**src/rtl/wxyz_acc_sched.sv**
```systemverilog
// rtl/wxyz_acc_sched.sv - tile burst scheduler and checksum checker; optional DRAIN watchdog via WXYZ_SCHED_TIMEOUT_EN
module wxyz_acc_sched #(
  parameter int arraySize    = 4,
  parameter int addressWidth = 2,
  parameter int zBits        = 28,
  parameter int tileBits     = 8,
  parameter int maxOut       = 4
) (
  input  logic                clk,
  input  logic                rst,
  input  logic                start,
  input  logic [tileBits-1:0] num_tiles,
  input  logic                tile_avail,
  output logic                src_pop,
  output logic                acc_valid,
  input  logic                acc_valid_out,
  input  logic [zBits-1:0]    w_acc,
  input  logic [zBits-1:0]    x_acc,
  input  logic [zBits-1:0]    y_acc,
  input  logic [zBits-1:0]    z_acc,
  input  logic                exp_valid,
  input  logic [zBits-1:0]    exp_w,
  input  logic [zBits-1:0]    exp_x,
  input  logic [zBits-1:0]    exp_y,
  input  logic [zBits-1:0]    exp_z,
  output logic                exp_pop,
  output logic                busy,
  output logic                done,
  output logic                err,
  output logic [tileBits-1:0] err_cnt,
  output logic [tileBits-1:0] err_tile
);

  typedef enum logic [1:0] {
    IDLE  = 2'd0,
    ISSUE = 2'd1,
    DRAIN = 2'd2,
    DONE  = 2'd3
  } state_t;

  localparam logic [addressWidth-1:0] LAST_BEAT = addressWidth'(arraySize - 1);
  localparam logic [tileBits-1:0]     MAX_OUT   = tileBits'(maxOut);
  localparam logic [tileBits-1:0]     CNT_SAT   = {tileBits{1'b1}};

  state_t                  state_q, state_d;
  logic [tileBits-1:0]     num_q, num_d;
  logic [tileBits-1:0]     issued_q, issued_d;
  logic [tileBits-1:0]     checked_q, checked_d;
  logic [addressWidth-1:0] beat_q, beat_d;
  logic                    burst_q, burst_d;
  logic                    err_q, err_d;
  logic [tileBits-1:0]     err_cnt_q, err_cnt_d;
  logic [tileBits-1:0]     err_tile_q, err_tile_d;

  logic [tileBits-1:0]     outstanding;
  logic                    launch;
  logic                    beat_on;
  logic                    last_beat;
  logic                    check_en;
  logic                    mismatch;

`ifdef WXYZ_SCHED_TIMEOUT_EN
  logic [15:0]             wd_q, wd_d;
  logic                    wd_fire;
`endif

  // Burst launch, beat activity and result-check qualification
  always_comb begin
    outstanding = issued_q - checked_q;
    launch      = (state_q == ISSUE) && !burst_q && tile_avail &&
                  (outstanding < MAX_OUT) && (issued_q < num_q);
    // The accumulator clears on any idle cycle, so once launched a burst
    // runs to its last beat regardless of tile_avail.
    beat_on     = (state_q == ISSUE) && (burst_q || launch);
    last_beat   = beat_on && (beat_q == LAST_BEAT);
    check_en    = acc_valid_out && ((state_q == ISSUE) || (state_q == DRAIN));
    mismatch    = check_en && (!exp_valid ||
                               (w_acc != exp_w) || (x_acc != exp_x) ||
                               (y_acc != exp_y) || (z_acc != exp_z));
`ifdef WXYZ_SCHED_TIMEOUT_EN
    // A check in the same cycle restarts the count, so it cannot fire then.
    wd_fire     = (state_q == DRAIN) && !check_en && (wd_q == 16'hFFFF);
`endif
  end

  // Next-state logic of the job FSM
  always_comb begin
    state_d = state_q;
    case (state_q)
      IDLE: begin
        if (start) begin
          state_d = (num_tiles == '0) ? DONE : ISSUE;
        end
      end
      ISSUE: begin
        if (issued_q == num_q) begin
          state_d = DRAIN;
        end
      end
      DRAIN: begin
        if (checked_q == num_q) begin
          state_d = DONE;
        end
`ifdef WXYZ_SCHED_TIMEOUT_EN
        else if (wd_fire) begin
          state_d = DONE;
        end
`endif
      end
      DONE: begin
        state_d = IDLE;
      end
      default: begin
        state_d = IDLE;
      end
    endcase
  end

  // Job counters, beat counter and error bookkeeping
  always_comb begin
    num_d      = num_q;
    issued_d   = issued_q;
    checked_d  = checked_q;
    beat_d     = beat_q;
    burst_d    = burst_q;
    err_d      = err_q;
    err_cnt_d  = err_cnt_q;
    err_tile_d = err_tile_q;

    // A new job wipes the previous job's counters and error record.
    if ((state_q == IDLE) && start) begin
      num_d      = num_tiles;
      issued_d   = '0;
      checked_d  = '0;
      beat_d     = '0;
      burst_d    = 1'b0;
      err_d      = 1'b0;
      err_cnt_d  = '0;
      err_tile_d = '0;
    end

    if (beat_on) begin
      beat_d  = last_beat ? '0 : beat_q + 1'b1;
      burst_d = !last_beat;
      if (last_beat) begin
        issued_d = issued_q + 1'b1;
      end
    end

    if (check_en) begin
      checked_d = checked_q + 1'b1;
      if (mismatch) begin
        err_d = 1'b1;
        if (err_cnt_q != CNT_SAT) begin
          err_cnt_d = err_cnt_q + 1'b1;
        end
        // Only the first bad tile of a job is recorded.
        if (!err_q) begin
          err_tile_d = checked_q;
        end
      end
    end

`ifdef WXYZ_SCHED_TIMEOUT_EN
    if (wd_fire) begin
      err_d = 1'b1;
      if (!err_q) begin
        err_tile_d = checked_q;
      end
    end
`endif
  end

`ifdef WXYZ_SCHED_TIMEOUT_EN
  // DRAIN watchdog: restarts on entry to DRAIN and on each result strobe
  always_comb begin
    wd_d = wd_q;
    if (((state_q == ISSUE) && (state_d == DRAIN)) || check_en) begin
      wd_d = '0;
    end else if (state_q == DRAIN) begin
      wd_d = wd_q + 16'd1;
    end
  end

  // Watchdog counter register
  always_ff @(posedge clk or negedge rst) begin
    if (!rst) begin
      wd_q <= '0;
    end else begin
      wd_q <= wd_d;
    end
  end
`endif

  // State and counter registers
  always_ff @(posedge clk or negedge rst) begin
    if (!rst) begin
      state_q    <= IDLE;
      num_q      <= '0;
      issued_q   <= '0;
      checked_q  <= '0;
      beat_q     <= '0;
      burst_q    <= 1'b0;
      err_q      <= 1'b0;
      err_cnt_q  <= '0;
      err_tile_q <= '0;
    end else begin
      state_q    <= state_d;
      num_q      <= num_d;
      issued_q   <= issued_d;
      checked_q  <= checked_d;
      beat_q     <= beat_d;
      burst_q    <= burst_d;
      err_q      <= err_d;
      err_cnt_q  <= err_cnt_d;
      err_tile_q <= err_tile_d;
    end
  end

  // Outputs decode straight from state so reset removes them at once
  always_comb begin
    acc_valid = beat_on;
    src_pop   = beat_on;
    exp_pop   = check_en;
    busy      = (state_q == ISSUE) || (state_q == DRAIN);
    done      = (state_q == DONE);
    err       = err_q;
    err_cnt   = err_cnt_q;
    err_tile  = err_tile_q;
  end

endmodule

```
**config.mk**
```make
export PLATFORM = sky130hd
export DESIGN_NAME = wxyz_acc_sched
export DESIGN_NICKNAME = d
export VERILOG_FILES = /design/src/rtl/wxyz_acc_sched.sv
export SDC_FILE = /design/constraint.sdc
export NUM_CORES = 1
export LEC_CHECK = 0
export CORE_UTILIZATION = 38
export CTS_CLUSTER_DIAMETER = 100
export DETAILED_ROUTE_END_ITERATION = 6
export PLACE_DENSITY = 0.92
export SYNTH_ARGS = -nofsm -noshare
export SYNTH_HDL_FRONTEND = slang
export SYNTH_SLANG_ARGS = --single-unit
```
**constraint.sdc**
```tcl
create_clock -name clk -period 4.2 [get_ports clk]
set_clock_uncertainty 0.15 [all_clocks]
set_input_delay 1.26 -clock clk [delete_from_list [all_inputs] [get_ports clk]]
set_output_delay 1.26 -clock clk [all_outputs]
set_load 0.005 [all_outputs]
```
==> impl_metrics.env, run 1 <==
export IMPL_areaGrowthSynthToFinish_pct=71.7
export IMPL_vias_per_cell=5.38
export IMPL_grt_max_degree=47
export IMPL_ant_nets=0
export IMPL_synth_warnings=0
export IMPL_clockBufferDepth=2
export IMPL_cp_start_kind="flop"
export IMPL_cap_violations=0
export IMPL_synth_net_count=767
export IMPL_root_buffer="clkbuf_16"
export IMPL_met3_length_microns=2660
export IMPL_drc=0
export IMPL_synth_commonest_cells="xnor2_1 (64), inv_1 (61), dfrtp_1 (46)"
export IMPL_nets=1048
export IMPL_peakVddDrop_uv=243
export IMPL_postSynthAreaPerCell_sq_um=8.49
export IMPL_cts_buffers=5
export IMPL_num_vias=5050
export IMPL_antenna_found_initial=14
export IMPL_leakagePower_nw=3.09
export IMPL_cts_sinks=46
export IMPL_grt_total_usage_pct=32.6
export IMPL_grt_overflow_total=0
export IMPL_crit_required_ns=2.79
export IMPL_slew_headroom_pct=30.9
export IMPL_wl_met1_microns=7520
export IMPL_slew_violations=0
export IMPL_cp_arrival_ns=2.70
export IMPL_min_from="err_tile[7]"
export IMPL_path_cells="inv_1 > ha_1 > or2_1 > a21oi_1 > or3_1 > a221oi_2 > nand3_1 > a21bo_2 > inv_2 > clkbuf_2"
export IMPL_yosysUniqueCellTypes=57
export IMPL_intPower_mw=1.43
export IMPL_r2r_slack_ns=0.33
export IMPL_route_top_layer_used="met5"
export IMPL_yosysSeqAreaShare_pct=26.8
export IMPL_cts_tree="built"
export IMPL_grt_pass1_wl_microns=27700
export IMPL_drt_wl_total_microns=19300
export IMPL_syn_cell_area_sq_um=4290
export IMPL_wl_per_cell_microns=20.6
export IMPL_netlist_top_cells_area="dfrtp_1 (27%), xnor2_1 (13%), ha_1 (6.7%)"
export IMPL_netSwitchingPower_mw=0.858
export IMPL_hp_class="flop to flop"
export IMPL_status="finished clean"
export IMPL_timing_rr_start="checked_q[3]"
export IMPL_crit_fanout=4
export IMPL_setup_viol_count_final=0
export IMPL_start_util_pct=39.3
export IMPL_synth_edf_count=0
export IMPL_cts_clk_slew_worst_paths_ns=0.07
export IMPL_switching_share_pct=37.6
export IMPL_ys_ff_latch=46
export IMPL_ys_flop_type="dfrtp_1"
export IMPL_die_w_microns=108
export IMPL_critical_path_class="flop to output pin"
export IMPL_finalCritPeriodShare_pct=97.9
export IMPL_setup_slack_ns=0.0892
export IMPL_htree_levels=2
export IMPL_boundaryPins=260
export IMPL_clkPwrFrac_pct=17.6
export IMPL_power_density_nw_per_um2=310
export IMPL_r2r_end="issued_q[2]"
export IMPL_crit_slowest_cell="dfrtp_1"
export IMPL_path_delay_family="compound AO/OA/AOI/OAI gates"
export IMPL_worstSetupStartpoint="checked_q[2]"
export IMPL_dp_slack_ns=-0.391
export IMPL_clock_latency_ns=0.29
export IMPL_core_area_sq_um=10900
export IMPL_synth_top_cell_by_area="dfrtp_1"
export IMPL_fp_row_count=38
export IMPL_fin_tns_setup_ns=0
export IMPL_max_freq_ghz=0.243
export IMPL_fp_dieH_microns=108
export IMPL_synth_top_area_share_pct=26.8
export IMPL_max_stage_delay_ns=0.42
export IMPL_crit_end="src_pop"
export IMPL_cp_depth=10
export IMPL_hpwl_microns=16000
export IMPL_first_global_vias=5025
export IMPL_p_comb_share_pct=53.0
export IMPL_power_frac_seq_pct=29.4
export IMPL_async_reset_ff_share_pct=100
export IMPL_synthCells=506
export IMPL_fillers=829
export IMPL_dieArea_sq_um=11700
export IMPL_drt_first_iter_violations=384
export IMPL_firstDrtPassIters=5
export IMPL_globalplace_congestion=0.940
export IMPL_endpoint_kind="output pin"
export IMPL_tightestPinTransition_ns=1.04
export IMPL_synth_most_common_cell="xnor2_1"
export IMPL_cp_num_buf_inv=3
export IMPL_wl_met2_microns=8650
export IMPL_drive_gt1_share_pct=7.49
export IMPL_reg2reg_depth=21
export IMPL_finalHoldViolCount=0
export IMPL_finalCriticalPeriod_ns=4.11
export IMPL_numPortBuffers=259
-- layout make-up --
cell class	count	area [sq um]	share of cell area, %
Clock inverter	3	21.3	0.289
Tap cell	140	175	2.38
Clock buffer	5	125	1.70
Sequential cell	46	1150	15.6
Multi-Input combinational cell	389	2880	39.0
Inverter	63	236	3.21
Antenna cell	11	27.5	0.373
Timing Repair Buffer	282	2760	37.4
-- layout by cell type (no fill, tap or decap), types with 3 or more instances in the layout --
master           instances
a21o_1                   3
o2111ai_1                4
nor3_1                   7
o21ai_1                  6
dfrtp_1                 46
a2111oi_0                4
a22o_1                   4
xnor2_1                 64
o22ai_1                 14
nand2_1                 39
nand4_1                 23
xor2_1                  19
clkbuf_16                5
o211ai_1                 7
a211o_1                  4
ha_1                    23
nor4_1                  14
nand2b_1                15
o21ai_0                 13
and3_1                   4
clkdlybuf4s50_1        255
nor2_1                  14
buf_4                   23
inv_1                   61
or4_1                    4
nor2b_1                 20
nand3_1                 13
mux2_2                   8
a21oi_1                 13
diode_2                 11
mux2i_1                 13
a2111o_1                 4
-- power by group through the flow --
stage	registers, mW	logic, mW	clock network, mW
global placement	0.661	1.11	0
finish	0.671	1.21	0.402
floorplan	0.640	0.606	0
CTS	0.664	1.18	0.405
global route	0.681	1.31	0.426
detailed placement	0.670	1.14	0
-- logic make-up (layout without fill, tap and decap cells) --
| family | count (synthesis) | count (layout) | synth area share [%] |
|---|---|---|---|
| simple gates | 170 | 170 | 22.3 |
| compound gates | 92 | 92 | 15.6 |
| xor+xnor | 83 | 83 | 16.9 |
| buf+inv | 71 | 353 | 6.50 |
| flops | 46 | 46 | 26.8 |
| fa+ha+maj | 23 | 23 | 6.70 |
| mux | 21 | 21 | 5.13 |
| other cells | 0 | 11 | 0 |
-- registers in the layout (all words and copies together) (netlist names) --
register	count
state_q	2
err	1
err_tile	8
err_cnt	8
issued_q	8
num_q	8
checked_q	8
burst_q	1
beat_q	2
-- tightest hold or removal path, delay by kind of cell, from the launching register on --
family	cells	cell delay (ns)
DFF	1	0.38
and+or+nand+nor	1	0.06
muxes	1	0.05
-- per-layer routing --
| metal | track usage [%] | vias up |
|---|---|---|
| met4 | 7.05 | 10 |
| met2 | 52.3 | 300 |
| met3 | 15.0 | 52 |
| li1 | - | 2380 |
| met1 | 39.8 | 2308 |
| met5 | 0 | - |
-- per-stage QoR --
| stage | total power, mW | hold WS (ns) | utilization [%] | std cells | instance area [sq um] |
|---|---|---|---|---|---|
| 2_1_floorplan | 1.25 | 0.348 | - | 506 | 4290 |
| 3_3_place_gp | 1.77 | 0.359 | 65.0 | 909 | 7100 |
| 3_5_place_dp | 1.81 | 0.371 | 65.0 | 909 | 7100 |
| 4_1_cts | 2.24 | 0.380 | 67.0 | 927 | 7330 |
| 5_1_grt | 2.42 | 0.417 | 67.2 | 930 | 7350 |
| 6_report | 2.28 | 0.379 | 67.4 | 939 | 7370 |
-- what timing repair did --
| item | 4_1_cts | 5_1_grt |
|---|---|---|
| pin swaps | 3 | 4 |
| gates cloned | 0 | 0 |
| setup buffers | 10 | 1 |
| hold buffers | 0 | 0 |
| setup endpoints to repair | 2 | 7 |
| resized for setup | 9 | 4 |
-- how the worst min path moves through the flow --
stage,cells after the start,slack [ns],to
2_1_floorplan,1,0.35,issued_q[0]
4_1_cts,2,0.38,err_tile[7]
6_report,2,0.38,err_tile[7]
5_1_grt,2,0.42,err_tile[0]
3_3_place_gp,2,0.36,err_tile[6]
3_5_place_dp,2,0.37,err_tile[7]
(Power assumes the default switching activity.)
==> run 2, diff against run 1 <==
Settings changed: GPL_TIMING_DRIVEN from default to 1, MAX_ROUTING_LAYER from default to met4, SKIP_CTS_REPAIR_TIMING from default to 1.
==> run 2 against run 1 <==
Compared with the run above: clock-buffer cell count rose by 3; register-to-register slack improved by 0.88 ns; clock power rose by 8.5%; routed wire length fell by 3.5%; final area fell by 0.59%; sequential cell count did not move; final cell count fell by 0.75%; global-route usage rose by 0.27 points; combinational power barely moved; sequential power fell by 0.7%; critical path type is now input pin to output pin; largest power group unchanged.
==> impl_metrics.env, run 2 (same netlist as run 1, synthesis figures left out) <==
export IMPL_wl_per_cell_microns=20.0
export IMPL_crit_end="acc_valid"
export IMPL_drt_first_iter_violations=332
export IMPL_wl_met2_microns=8320
export IMPL_crit_fanout=2
export IMPL_hpwl_microns=15900
export IMPL_numPortBuffers=259
export IMPL_design_area_sq_um=7330
export IMPL_max_freq_ghz=0.242
export IMPL_clockBufferDepth=2
export IMPL_layout_commonest_cell="clkdlybuf4s50_1"
export IMPL_rsz0062_at_grt="yes"
export IMPL_tightestPinTransition_ns=1.04
export IMPL_fp_dieH_microns=108
export IMPL_route_top_layer_used="met4"
export IMPL_grt_pass1_wl_microns=27400
export IMPL_dpl_cell_count=909
export IMPL_whs_path_depth=2
export IMPL_netSwitchingPower_mw=0.824
export IMPL_power_density_nw_per_um2=311
export IMPL_clkPwrFrac_pct=19.1
export IMPL_firstDrtPassIters=5
export IMPL_drive_gt1_share_pct=5.91
export IMPL_min_from="err_tile[4]"
export IMPL_cts_clk_slew_worst_paths_ns=0.06
export IMPL_finalCriticalPeriod_ns=4.13
export IMPL_critical_path_class="input pin to output pin"
export IMPL_finalHoldViolCount=0
export IMPL_core_area_sq_um=10900
export IMPL_r2r_end="issued_q[2]"
export IMPL_num_vias=4945
export IMPL_intPower_mw=1.46
export IMPL_final_cell_mix="clkdlybuf4s50_1 (256), xnor2_1 (64), inv_1 (61)"
export IMPL_cts_tree="built"
export IMPL_reg2reg_depth=10
export IMPL_p_comb_share_pct=51.7
export IMPL_dieArea_sq_um=11700
export IMPL_cts_sinks=46
export IMPL_grt_overflow_total=0
export IMPL_drt_wl_total_microns=18700
export IMPL_clock_latency_ns=0.29
export IMPL_leakagePower_nw=3.08
export IMPL_cap_violations=0
export IMPL_r2r_slack_ns=1.21
export IMPL_boundaryPins=260
export IMPL_hp_class="flop to flop"
export IMPL_timing_rr_start="checked_q[2]"
export IMPL_drc=0
export IMPL_finalCritPeriodShare_pct=98.3
export IMPL_nets=1038
export IMPL_wl_met1_microns=8320
export IMPL_power_frac_seq_pct=29.2
export IMPL_cts_buffers=5
export IMPL_vias_per_cell=5.31
export IMPL_antenna_found_initial=10
export IMPL_first_global_vias=5022
export IMPL_die_w_microns=108
export IMPL_cp_start_kind="input pin"
export IMPL_grt_total_usage_pct=32.8
export IMPL_fp_row_count=38
export IMPL_htree_levels=2
export IMPL_setup_viol_count_final=0
export IMPL_postPlaceCellArea_sq_um=7100
export IMPL_fin_tns_setup_ns=0
export IMPL_switching_share_pct=36.1
export IMPL_root_buffer="clkbuf_16"
export IMPL_met3_length_microns=1720
export IMPL_crit_required_ns=2.79
export IMPL_start_util_pct=39.3
export IMPL_slew_headroom_pct=30.6
export IMPL_ant_nets=0
export IMPL_instances_no_fill=932
export IMPL_areaGrowthSynthToFinish_pct=70.7
export IMPL_cp_arrival_ns=2.72
export IMPL_status="finished clean"
export IMPL_worstSetupStartpoint="tile_avail"
export IMPL_peakVddDrop_uv=253
export IMPL_slew_violations=0
export IMPL_grt_max_degree=47
export IMPL_globalplace_congestion=0.967
export IMPL_fillers=853
export IMPL_endpoint_kind="output pin"
run 2: changes by cell type in the layout (fill, tap and decap cells not counted):
cell | previous run | this run
o21ai_2 | 1 | 0
clkbuf_2 | 1 | 0
clkinv_4 | 1 | 0
a2111oi_0 | 4 | 3
dlymetal6s2s_1 | 1 | 2
a2111oi_1 | 2 | 3
clkinv_2 | 1 | 0
clkdlybuf4s50_1 | 255 | 256
diode_2 | 11 | 14
clkinvlp_4 | 1 | 0
buf_4 | 23 | 13
clkbuf_8 | 0 | 3
buf_6 | 1 | 0
o21ai_1 | 6 | 7
run 2: worst min-delay path by stage:
stage,end,slack (ns)
2_1_floorplan,issued_q[0],0.35
3_3_place_gp,err,0.36
3_5_place_dp,err,0.37
4_1_cts,err_tile[4],0.38
5_1_grt,err_tile[3],0.41
6_report,err_tile[4],0.38
run 2: through the flow:
stage	hold WS, ns	util [%]	setup slack (ns)	power, mW
2_1_floorplan	0.348	-	0.404	1.25
3_3_place_gp	0.359	65.0	-0.306	1.77
3_5_place_dp	0.367	65.0	-0.387	1.81
4_1_cts	0.377	66.5	-0.399	2.26
5_1_grt	0.409	66.9	-0.0623	2.43
6_report	0.378	67.0	0.0716	2.28
run 2: area by class of cell:
type	instances	area, sq um	share of cell area [%]
well taps	140	175	2.39
inverters	63	236	3.23
clock buffers	8	166	2.27
diodes	14	35.0	0.478
flip-flops and latches	46	1150	15.7
multi-input cells	389	2870	39.2
repair buffers	272	2690	36.7
run 2: power by group through the flow:
stage | sequential (mW) | combinational (mW) | clock (mW)
finish | 0.666 | 1.18 | 0.436
global route | 0.679 | 1.28 | 0.465
CTS | 0.664 | 1.16 | 0.437
detailed placement | 0.670 | 1.14 | 0
global placement | 0.662 | 1.11 | 0
floorplan | 0.640 | 0.606 | 0
run 2: critical path, cell delays in order:
cell and delay (ns):
clkdlybuf4s50_1 0.45, nand4bb_1 0.12, a21oi_2 0.12, o21ai_1 0.08, nor3_2 0.13, nand3_1 0.14, a21bo_2 0.25, inv_2 0.05
dlymetal6s2s_1 0.11
run 2: per-layer routing:
layer	vias up	GRT usage, %
met3	23	9.28
met1	2345	42.7
met2	216	51.5
met5	-	-
li1	2361	-
met4	0	5.31
==> run 3, diff against run 2 <==
Settings changed: CTS_CLUSTER_SIZE from default to 8.
==> results of run 3 <==
Final layout, timing and power as in run 2 (identical DEF).
